$ cat config.mk
export PLATFORM = sky130hd
export DESIGN_NAME = lsu_m_flat
export DESIGN_NICKNAME = d
export VERILOG_FILES = /design/src/rtl/lsu_m_if.sv /design/src/rtl/lsu_m.sv /design/src/flat_wrapper.sv
export SDC_FILE = /design/constraint.sdc
export NUM_CORES = 1
export LEC_CHECK = 0
export CAP_MARGIN = 20
export CORE_MARGIN = 8
export CORE_UTILIZATION = 33
export CTS_CLUSTER_DIAMETER = 40
export DETAILED_ROUTE_END_ITERATION = 8
export PLACE_DENSITY = 0.88
export SLEW_MARGIN = 20
export SYNTH_ARGS = -nofsm -noshare
export SYNTH_HDL_FRONTEND = slang
export SYNTH_SLANG_ARGS = --single-unit
$ cat constraint.sdc
create_clock -name clk_i -period 5.9 [get_ports clk_i]
set_input_delay 1.77 -clock clk_i [delete_from_list [all_inputs] [get_ports clk_i]]
set_output_delay 1.77 -clock clk_i [all_outputs]
set_load 0.02 [all_outputs]
$ cat src/rtl/lsu_m_if.sv
// Data-memory request/grant/response bus between the M-stage LSU and data memory.
// Signal names keep the LSU-side direction suffixes so both ends read the same.
interface lsu_m_if;
  logic        dmem_req_o;
  logic        dmem_we_o;
  logic [31:0] dmem_addr_o;
  logic [3:0]  dmem_be_o;
  logic [31:0] dmem_wdata_o;
  logic        dmem_gnt_i;
  logic        dmem_rvalid_i;
  logic [31:0] dmem_rdata_i;

  modport master (
    output dmem_req_o, dmem_we_o, dmem_addr_o, dmem_be_o, dmem_wdata_o,
    input  dmem_gnt_i, dmem_rvalid_i, dmem_rdata_i
  );

  modport slave (
    input  dmem_req_o, dmem_we_o, dmem_addr_o, dmem_be_o, dmem_wdata_o,
    output dmem_gnt_i, dmem_rvalid_i, dmem_rdata_i
  );
endinterface

$ cat src/rtl/lsu_m.sv
// Memory-stage load/store unit: decodes loads/stores, formats data, runs the dmem handshake
// and stalls the front of the pipeline while an access is outstanding.
module lsu_m #(
  parameter int unsigned TIMEOUT_CYCLES = 255
) (
  input  logic        clk_i,
  input  logic        rst_ni,
  input  logic        valid_M_i,
  input  logic [31:0] inst_M_i,
  input  logic [31:0] alu_M_i,
  input  logic [31:0] rs2data_M_i,
  input  logic [4:0]  rdaddr_M_i,
  input  logic        rdwr_M_i,
  output logic [4:0]  rdaddr_M_o,
  output logic        rdwr_M_o,
  output logic [31:0] datareg_M_o,
  output logic [31:0] inst_M_o,
  output logic        stall_o,
  output logic        misalign_o,
  output logic        err_o,
  lsu_m_if.master     dmem
);

  typedef enum logic [1:0] {StIdle, StReq, StWaitR} state_e;

  localparam logic [31:0] Nop = 32'h0000_0013;

  state_e      r_state, w_state_nxt;
  logic [15:0] r_cnt, w_cnt_nxt;
  logic        r_orphan, w_orphan_nxt;

  logic        w_is_load, w_is_store, w_mem, w_f3_ok, w_misal, w_go;
  logic        w_done, w_timeout, w_req, w_tmo_hit;
  logic [2:0]  w_f3;
  logic [1:0]  w_a;
  logic [31:0] w_shifted, w_ldata;

  assign w_f3       = inst_M_i[14:12];
  assign w_a        = alu_M_i[1:0];
  assign w_is_load  = valid_M_i && (inst_M_i[6:0] == 7'b0000011);
  assign w_is_store = valid_M_i && (inst_M_i[6:0] == 7'b0100011);
  assign w_mem      = w_is_load || w_is_store;

  always_comb begin
    w_f3_ok = 1'b0;
    if (w_is_load) begin
      w_f3_ok = (w_f3 == 3'b000) || (w_f3 == 3'b001) || (w_f3 == 3'b010) ||
                (w_f3 == 3'b100) || (w_f3 == 3'b101);
    end else if (w_is_store) begin
      w_f3_ok = (w_f3 == 3'b000) || (w_f3 == 3'b001) || (w_f3 == 3'b010);
    end
  end

  // funct3[1:0] encodes the access size for every legal load/store.
  assign w_misal = w_mem && w_f3_ok &&
                   (((w_f3[1:0] == 2'b01) && w_a[0]) ||
                    ((w_f3[1:0] == 2'b10) && (w_a != 2'b00)));
  assign w_go    = w_mem && w_f3_ok && !w_misal;

  assign w_tmo_hit = (r_cnt == 16'(TIMEOUT_CYCLES));

  always_comb begin
    w_state_nxt  = r_state;
    w_done       = 1'b0;
    w_timeout    = 1'b0;
    w_req        = 1'b0;
    w_orphan_nxt = dmem.dmem_rvalid_i ? 1'b0 : r_orphan;
    unique case (r_state)
      StIdle: begin
        if (w_go) begin
          w_req = 1'b1;
          if (!dmem.dmem_gnt_i)  w_state_nxt = StReq;
          else if (w_is_store)   w_done      = 1'b1;
          else                   w_state_nxt = StWaitR;
        end
      end
      StReq: begin
        w_req = 1'b1;
        if (dmem.dmem_gnt_i) begin
          if (w_is_store) begin
            w_done      = 1'b1;
            w_state_nxt = StIdle;
          end else begin
            w_state_nxt = StWaitR;
          end
        end else if (w_tmo_hit) begin
          w_timeout   = 1'b1;
          w_state_nxt = StIdle;
        end
      end
      StWaitR: begin
        if (dmem.dmem_rvalid_i && !r_orphan) begin
          w_done      = 1'b1;
          w_state_nxt = StIdle;
        end else if (w_tmo_hit) begin
          w_timeout    = 1'b1;
          w_orphan_nxt = 1'b1;
          w_state_nxt  = StIdle;
        end
      end
      default: w_state_nxt = StIdle;
    endcase
    w_cnt_nxt = ((r_state == StIdle) || (w_state_nxt != r_state)) ? 16'd0 : r_cnt + 16'd1;
  end

  always_ff @(posedge clk_i or negedge rst_ni) begin
    if (!rst_ni) begin
      r_state  <= StIdle;
      r_cnt    <= 16'd0;
      r_orphan <= 1'b0;
    end else begin
      r_state  <= w_state_nxt;
      r_cnt    <= w_cnt_nxt;
      r_orphan <= w_orphan_nxt;
    end
  end

  assign w_shifted = dmem.dmem_rdata_i >> {w_a, 3'b000};

  always_comb begin
    unique case (w_f3)
      3'b000:  w_ldata = {{24{w_shifted[7]}}, w_shifted[7:0]};
      3'b001:  w_ldata = {{16{w_shifted[15]}}, w_shifted[15:0]};
      3'b100:  w_ldata = {24'd0, w_shifted[7:0]};
      3'b101:  w_ldata = {16'd0, w_shifted[15:0]};
      default: w_ldata = w_shifted;
    endcase
  end

  always_comb begin
    dmem.dmem_be_o    = 4'b1111;
    dmem.dmem_wdata_o = rs2data_M_i;
    if (w_is_store) begin
      unique case (w_f3[1:0])
        2'b00: begin
          dmem.dmem_be_o    = 4'b0001 << w_a;
          dmem.dmem_wdata_o = {4{rs2data_M_i[7:0]}};
        end
        2'b01: begin
          dmem.dmem_be_o    = 4'b0011 << w_a;
          dmem.dmem_wdata_o = {2{rs2data_M_i[15:0]}};
        end
        default: ;
      endcase
    end
  end

  // Gating with rst_ni makes an asserted reset drop the request and stall at once.
  assign dmem.dmem_req_o  = rst_ni && w_req;
  assign dmem.dmem_we_o   = w_is_store;
  assign dmem.dmem_addr_o = {alu_M_i[31:2], 2'b00};

  assign stall_o     = rst_ni && w_go && !w_done && !w_timeout;
  assign misalign_o  = rst_ni && w_misal;
  assign err_o       = rst_ni && ((w_mem && !w_f3_ok) || w_timeout);
  assign rdaddr_M_o  = rdaddr_M_i;
  assign rdwr_M_o    = rst_ni && rdwr_M_i && !stall_o && !w_misal && !w_timeout &&
                       !(w_mem && !w_f3_ok);
  assign inst_M_o    = stall_o ? Nop : inst_M_i;
  assign datareg_M_o = (w_go && w_is_load) ? w_ldata : alu_M_i;

endmodule

$ cat src/flat_wrapper.sv
// flat-port wrapper written by rule: the top's interface ports become plain ports
module lsu_m_flat 
#(
  parameter int unsigned TIMEOUT_CYCLES = 255
)
  (clk_i, rst_ni, valid_M_i, inst_M_i, alu_M_i, rs2data_M_i, rdaddr_M_i, rdwr_M_i, rdaddr_M_o, rdwr_M_o, datareg_M_o, inst_M_o, stall_o, misalign_o, err_o, dmem_dmem_req_o, dmem_dmem_we_o, dmem_dmem_addr_o, dmem_dmem_be_o, dmem_dmem_wdata_o, dmem_dmem_gnt_i, dmem_dmem_rvalid_i, dmem_dmem_rdata_i);
  lsu_m_if dmem_i ();
  input  logic clk_i;
  input  logic rst_ni;
  input  logic valid_M_i;
  input  logic [31:0] inst_M_i;
  input  logic [31:0] alu_M_i;
  input  logic [31:0] rs2data_M_i;
  input  logic [4:0] rdaddr_M_i;
  input  logic rdwr_M_i;
  output logic [4:0] rdaddr_M_o;
  output logic rdwr_M_o;
  output logic [31:0] datareg_M_o;
  output logic [31:0] inst_M_o;
  output logic stall_o;
  output logic misalign_o;
  output logic err_o;
  output wire logic [$bits(dmem_i.dmem_req_o)-1:0] dmem_dmem_req_o;
  output wire logic [$bits(dmem_i.dmem_we_o)-1:0] dmem_dmem_we_o;
  output wire logic [$bits(dmem_i.dmem_addr_o)-1:0] dmem_dmem_addr_o;
  output wire logic [$bits(dmem_i.dmem_be_o)-1:0] dmem_dmem_be_o;
  output wire logic [$bits(dmem_i.dmem_wdata_o)-1:0] dmem_dmem_wdata_o;
  input wire logic [$bits(dmem_i.dmem_gnt_i)-1:0] dmem_dmem_gnt_i;
  input wire logic [$bits(dmem_i.dmem_rvalid_i)-1:0] dmem_dmem_rvalid_i;
  input wire logic [$bits(dmem_i.dmem_rdata_i)-1:0] dmem_dmem_rdata_i;
  assign dmem_dmem_req_o = dmem_i.dmem_req_o;
  assign dmem_dmem_we_o = dmem_i.dmem_we_o;
  assign dmem_dmem_addr_o = dmem_i.dmem_addr_o;
  assign dmem_dmem_be_o = dmem_i.dmem_be_o;
  assign dmem_dmem_wdata_o = dmem_i.dmem_wdata_o;
  assign dmem_i.dmem_gnt_i = dmem_dmem_gnt_i;
  assign dmem_i.dmem_rvalid_i = dmem_dmem_rvalid_i;
  assign dmem_i.dmem_rdata_i = dmem_dmem_rdata_i;
  lsu_m #(.TIMEOUT_CYCLES(TIMEOUT_CYCLES)) u_core (.clk_i(clk_i), .rst_ni(rst_ni), .valid_M_i(valid_M_i), .inst_M_i(inst_M_i), .alu_M_i(alu_M_i), .rs2data_M_i(rs2data_M_i), .rdaddr_M_i(rdaddr_M_i), .rdwr_M_i(rdwr_M_i), .rdaddr_M_o(rdaddr_M_o), .rdwr_M_o(rdwr_M_o), .datareg_M_o(datareg_M_o), .inst_M_o(inst_M_o), .stall_o(stall_o), .misalign_o(misalign_o), .err_o(err_o), .dmem(dmem_i));
endmodule
Word level (Yosys, flattened, before mapping):

Cells that the tools add are included.

* bits in registers: 19
* input port bits: 139
* output and inout port bits: 143
* logic and storage cells: 92

* add/subtract/negate cells: 1
* eq/ne operators: 12
* shift operators: 3
* multiplexer cells: 33
* reductions and logical operators: 40

Operators with widths (count)
* one-hot mux 32 bit (4 select lines): 1
* 2-to-1 mux 32 bit: 3
* one-hot mux 32 bit (2 select lines): 1
* right shift 32 x 5 -> 32 bit: 1
* logical AND 1 bit: 21
* adder 16 x 1 -> 16 bit (second input constant): 1
* equality test 16 x 8 -> 1 bit (second input constant): 1
* 2-to-1 mux 16 bit: 1
* 2-to-1 mux 1 bit: 14
* 2-to-1 mux 2 bit: 7
* logical OR 1 bit: 8
* one-hot mux 4 bit (2 select lines): 1
* equality test 7 x 2 -> 1 bit (second input constant): 1
* equality test 7 x 6 -> 1 bit (second input constant): 1
* logical NOT 1 bit: 7
* equality test 3 bit (second input constant): 2
* one-hot mux 2 bit (3 select lines): 1
* equality test 2 x 1 -> 1 bit (second input constant): 2
* equality test 2 bit (second input constant): 2
* logical NOT 2 bit: 2
* 2-to-1 mux 4 bit: 1
* one-hot mux 1 bit (2 select lines): 2
* << shifter 1 x 2 -> 4 bit (first input constant): 1
* << shifter 2 x 2 -> 4 bit (first input constant): 1
* other kinds (6): 6

Logic depth before layout (Yosys ltp):

* depth in word-level cells: 20
* mapped depth: 7
* depth with buffers taken out: 6

Worst setup path after synthesis:

OpenSTA, ideal clock, no wires.

* path type: input-to-output
* start: input port inst_M_i[12]
* end: output port datareg_M_o[4]
* arrival time: 3.713 ns
* required time: 4.130 ns
* slack: 0.417 ns
* cell stages on the path: 5
* path buffers: 2
* cells stage by stage: buf_2 > or4_4 > a2111o_1 > clkbuf_1 > o31ai_1

* cells in the longest elaborated chain, start to end: 12
* elaborated cells on any way between the ends: 22
* those cells by class: eq/ne (6); mux (3); reduce/logical (13)

Ends and longest elaborated chain
* from (decl): line flat_wrapper.sv:11 `input logic [31:0] inst_M_i;`
* equality test 3 x 1 -> 1 bit / logical NOT 3 bit (equally long branches): line lsu_m.sv:47, lsu_m.sv:50
* logical OR 1 bit (2 in series): line lsu_m.sv:47, lsu_m.sv:50
* logical OR 1 bit: line lsu_m.sv:47 `w_f3_ok = (w_f3 == 3'b000) || (w_f3 == 3'b001) || (w_f3 == 3'b010) ||`
* logical OR 1 bit: line lsu_m.sv:48 `(w_f3 == 3'b100) || (w_f3 == 3'b101);`
* 2-to-1 mux 1 bit: line lsu_m.sv:46 `if (w_is_load) begin`
* logical AND 1 bit: line lsu_m.sv:55, lsu_m.sv:58
* logical AND 1 bit: line lsu_m.sv:55 `assign w_misal = w_mem && w_f3_ok &&`
* logical NOT 1 bit: line lsu_m.sv:58 `assign w_go = w_mem && w_f3_ok && !w_misal;`
* logical AND 1 bit *: line lsu_m.sv:58
* logical AND 1 bit *: line lsu_m.sv:160 `assign datareg_M_o = (w_go && w_is_load) ? w_ldata : alu_M_i;`
* 2-to-1 mux 32 bit *: line lsu_m.sv:160
* to (decl): line flat_wrapper.sv:18 `output logic [31:0] datareg_M_o;`

Mark *: on every way between the ends. The rest lies on a longest branch, timed or not.

Worst setup path after layout:

* start: input port inst_M_i[12]
* end: output port datareg_M_o[0]

The elaborated chain is that of the path after synthesis.

==> results.rst <==
.. list-table::
   :header-rows: 1

   * - Metric
     - Value
   * - Run status
     - complete, no violations
   * - Internal power
     - 0.377 mW
   * - Area growth from synthesis to layout
     - 82.4%
   * - Count of boundary I/O pins
     - 282
   * - Ratio of final minimum period to clock period
     - 99.7%
   * - Proportion of power drawn by flip-flops and latches
     - 22.0%
   * - Dominant combinational cell family by area after synthesis
     - simple AND/OR/NAND/NOR gates
   * - Worst setup path class
     - in -> out
   * - Fraction of registers with async set or reset after synthesis
     - 100%
   * - Post-synthesis share of cell area spent on full adders, half adders and majority gates
     - 1.90%
   * - Count of antenna diodes in the layout
     - 0
   * - Min-Delay Path Class
     - reg -> reg
   * - Utilization of the core after routing
     - 61.9%
   * - Avg Synthesized Cell Area
     - 7.55 um^2
   * - Register clock-pin slew on the reported worst setup and hold paths
     - 70 ps
   * - Switching component of the power
     - 0.243 mW
   * - Nature of the critical path endpoint
     - output port
   * - Leading cell type in the layout, fill and taps excluded
     - sky130_fd_sc_hd__clkdlybuf4s50_1
   * - Top_reg_cell synth
     - sky130_fd_sc_hd__dfrtp_1
   * - Post-layout nets
     - 823
   * - Area of the die
     - 13500 um^2
   * - Area of all placed cells without fillers
     - 6020 um^2
   * - Total power divided by cell area
     - 103 nW/um^2
   * - Max-Slew Margin vs Limit
     - 51.4%
   * - Maximum achievable frequency
     - 0.170 GHz
   * - Clk_lat worst skew
     - 260 ps
   * - Area of the placeable core
     - 9730 um^2
   * - Mux cell area share after synthesis
     - 17.4%
   * - First drt pass iteration count
     - 5
   * - Clock power frac
     - 15.0%
   * - Floorplan row count
     - 36
   * - Setup slack of the most critical reg-to-reg path
     - 3320 ps
   * - Reg2Reg Depth
     - 4
   * - Simple-gate share of the synthesized area
     - 25.8%
   * - Final Routed Wirelength
     - 17.9 mm
   * - Switching fraction of total power
     - 39.2%
   * - Post-route total power
     - 0.621 mW
   * - Setup Viol. Count Final
     - 0
   * - DIE HEIGHT
     - 116 um
   * - Fill cells
     - 814
   * - Horizontal die dimension
     - 116 um
   * - Setup slack after placement
     - -372 ps
   * - Fin Hold WS
     - 489 ps
   * - Cells after Synth
     - 437
   * - Post-synth EDFFs
     - 0
   * - Crit-path max FO
     - 30
   * - Compound-gate portion of the synthesized area
     - 20.7%
   * - Overall fraction of global-route tracks in use
     - 23.7%
   * - Worst Slack Setup Final
     - 18.5 ps
   * - Commonest non-fill, non-tap cells in the layout
     - sky130_fd_sc_hd__clkdlybuf4s50_1, sky130_fd_sc_hd__a21oi_1, sky130_fd_sc_hd__mux2_2, sky130_fd_sc_hd__buf_4, sky130_fd_sc_hd__nor2_1
   * - Fin Clk Skew
     - 1.17 ps
   * - DRT iter0 DRCs
     - 301
   * - CP arrival
     - 4110 ps
   * - Antenna-violating nets left
     - 0
   * - Clock net sink count
     - 19
   * - Layout cell share with drive strength beyond 1
     - 20.2%
   * - Initial core utilization
     - 33.9%
   * - Total of buffers placed on input and output ports
     - 269
   * - Startpoint of the worst hold path
     - u_core.r_cnt[0]
   * - Required time worst endpoint
     - 4130 ps
   * - Final Critical Period
     - 5880 ps
   * - Critical Path Start Type
     - primary input
   * - Max rail drop VDD
     - 0.0645 mV
   * - FF+latch count, synth
     - 19
   * - Gate power share
     - 63.1%
   * - Number of H-tree branching levels
     - 1
   * - Reg-to-reg startpoint
     - u_core.r_cnt[3]
   * - Clock buffer count from CTS
     - 3
   * - Total grt overflow
     - 0
   * - Number of remaining DRC errors
     - 0
   * - Global-route wire length before repair
     - 24.4 mm
   * - Leakage
     - 2.56 nW
   * - Clock root buffer
     - sky130_fd_sc_hd__clkbuf_8
   * - Worst-margin pin slew
     - 728 ps
   * - Setup TNS
     - 0 ps
   * - Area after DPL
     - 6030 um^2
   * - Count of yosys warnings during synthesis
     - 0
   * - Number of vias after detailed routing
     - 4266
   * - Hold path endpoint
     - u_core.r_cnt[0]
   * - Unrepaired setup endpoints after global routing
     - yes
   * - Sequential cell area fraction in the yosys report
     - 14.4%
   * - Unique masters post-synth
     - 56
   * - Non-filler cells, final
     - 811
   * - CTS max path bufs
     - 2
   * - Final slew viol count
     - 0
   * - Inst Count DP
     - 798
   * - Maximum number of pins on one net before global-route repair
     - 34
   * - Synthesized cell area
     - 3300 um^2
   * - XOR/XNOR share of the synthesized area
     - 3.71%
   * - Mean routed wirelength per cell
     - 22.1 um
   * - Number of hold violations in the final report
     - 0
   * - Number of vias per cell
     - 5.26
   * - Sum of net half-perimeters after detailed placement
     - 14.8 mm
   * - Antenna violations before repair
     - 9
   * - Global placer's final weighted congestion
     - 0.876
   * - Vias in the first global route
     - 4218
   * - CTS tree
     - yes
   * - Endpoint of the lowest-slack register-to-register path
     - u_core.r_cnt[3]
   * - Number of violations of the max-capacitance limit
     - 0
   * - Instance count along the most critical hold path
     - 1
worst max-delay path by stage:
| stage | slack [ps] | end | startpoint | cells past startpoint |
|---|---|---|---|---|
| floorplan | 420 | datareg_M_o[4] | inst_M_i[12] | 5 |
| global placement | -320 | datareg_M_o[24] | inst_M_i[2] | 8 |
| global route | -70 | datareg_M_o[0] | inst_M_i[12] | 8 |
| detailed placement | -370 | datareg_M_o[24] | inst_M_i[2] | 8 |
| CTS | -40 | datareg_M_o[24] | inst_M_i[2] | 8 |
| finish | 20 | datareg_M_o[0] | inst_M_i[12] | 8 |
critical path: stages:
cell and delay, ps:
sky130_fd_sc_hd__clkdlybuf4s50_1 450, sky130_fd_sc_hd__or4_4 580, sky130_fd_sc_hd__a2111o_1 480, sky130_fd_sc_hd__buf_12 180, sky130_fd_sc_hd__buf_4 150, sky130_fd_sc_hd__a21oi_1 140
sky130_fd_sc_hd__o21bai_1 80, sky130_fd_sc_hd__clkdlybuf4s15_2 270
power by group through the flow:
stage	Combinational [mW]	Clock (mW)	Sequential (mW)
floorplan	0.200	0	0.138
global placement	0.402	0	0.138
detailed placement	0.409	0	0.139
CTS	0.395	0.0951	0.136
global route	0.414	0.101	0.136
finish	0.391	0.0929	0.136
cell usage after synthesis (3+ instances only):
cell type	n	area, um^2
sky130_fd_sc_hd__buf_2	5	25.0
sky130_fd_sc_hd__mux2_2	41	462
sky130_fd_sc_hd__buf_4	46	345
sky130_fd_sc_hd__inv_1	9	33.8
sky130_fd_sc_hd__xor2_1	3	26.3
sky130_fd_sc_hd__nand2b_1	5	31.3
sky130_fd_sc_hd__nand3_1	8	40.0
sky130_fd_sc_hd__and2_1	8	50.1
sky130_fd_sc_hd__o21ai_0	8	40.0
sky130_fd_sc_hd__buf_1	5	18.8
sky130_fd_sc_hd__clkbuf_1	22	82.6
sky130_fd_sc_hd__ha_1	5	62.6
sky130_fd_sc_hd__nor2b_1	35	219
sky130_fd_sc_hd__a21oi_1	53	265
sky130_fd_sc_hd__nor3_1	19	95.1
sky130_fd_sc_hd__o31ai_1	6	45.0
sky130_fd_sc_hd__dfrtp_1	19	475
sky130_fd_sc_hd__nand4_1	4	25.0
sky130_fd_sc_hd__nor4_1	6	37.5
sky130_fd_sc_hd__o2bb2ai_1	7	61.3
sky130_fd_sc_hd__xnor2_1	11	96.3
sky130_fd_sc_hd__or4_4	3	33.8
sky130_fd_sc_hd__nor2_1	37	139
sky130_fd_sc_hd__nand2_1	18	67.6
sky130_fd_sc_hd__a211oi_1	7	52.6
sky130_fd_sc_hd__mux2i_1	9	90.1
cell families (layout without fill, tap and decap cells):
family                   Yosys count  after routing
buffers and inverters             89            329
multiplexers                      51             51
AND/OR/NAND/NOR                  156            156
AO/OA/AOI/OAI                    102            102
flip-flops                        19             19
XOR/XNOR                          14             14
adder cells (fa/ha/maj)            5              5
other                              1              2
state kept, by name, indices dropped and copies added (netlist names):
| signal | count |
|---|---|
| u_core.r_cnt | 16 |
| u_core.r_orphan | 1 |
| u_core.r_state | 2 |
what timing repair did:
action	in CTS	in global routing
hold buffers	0	0
cloned	0	2
pin swaps	3	2
setup buffers	1	6
endpoints found under the setup margin	83	57
resized for setup	90	72
area by class of cell:
class / instances / area [um^2] / area share [%]
Inverter: 9 / 33.8 / 0.561
Clock buffer: 4 / 45.0 / 0.748
Timing Repair Buffer: 316 / 2970 / 49.3
Sequential cell: 19 / 475 / 7.90
Multi-Input combinational cell: 330 / 2330 / 38.7
Tap cell: 133 / 166 / 2.76
per-layer routing:
metal / global-route usage, % / wire [um] / vias to the layer above / share of wire [%]
met3: 8.86 / 1810 / 45 / 10
met4: 6.91 / 395 / 18 / 2.2
met1: 25.9 / 6730 / 1997 / 38
met5: 0 / 117 / - / 0.65
met2: 41.5 / 8870 / 203 / 49
li1: - / - / 2003 / -
Power figures use the tool's default switching activity.
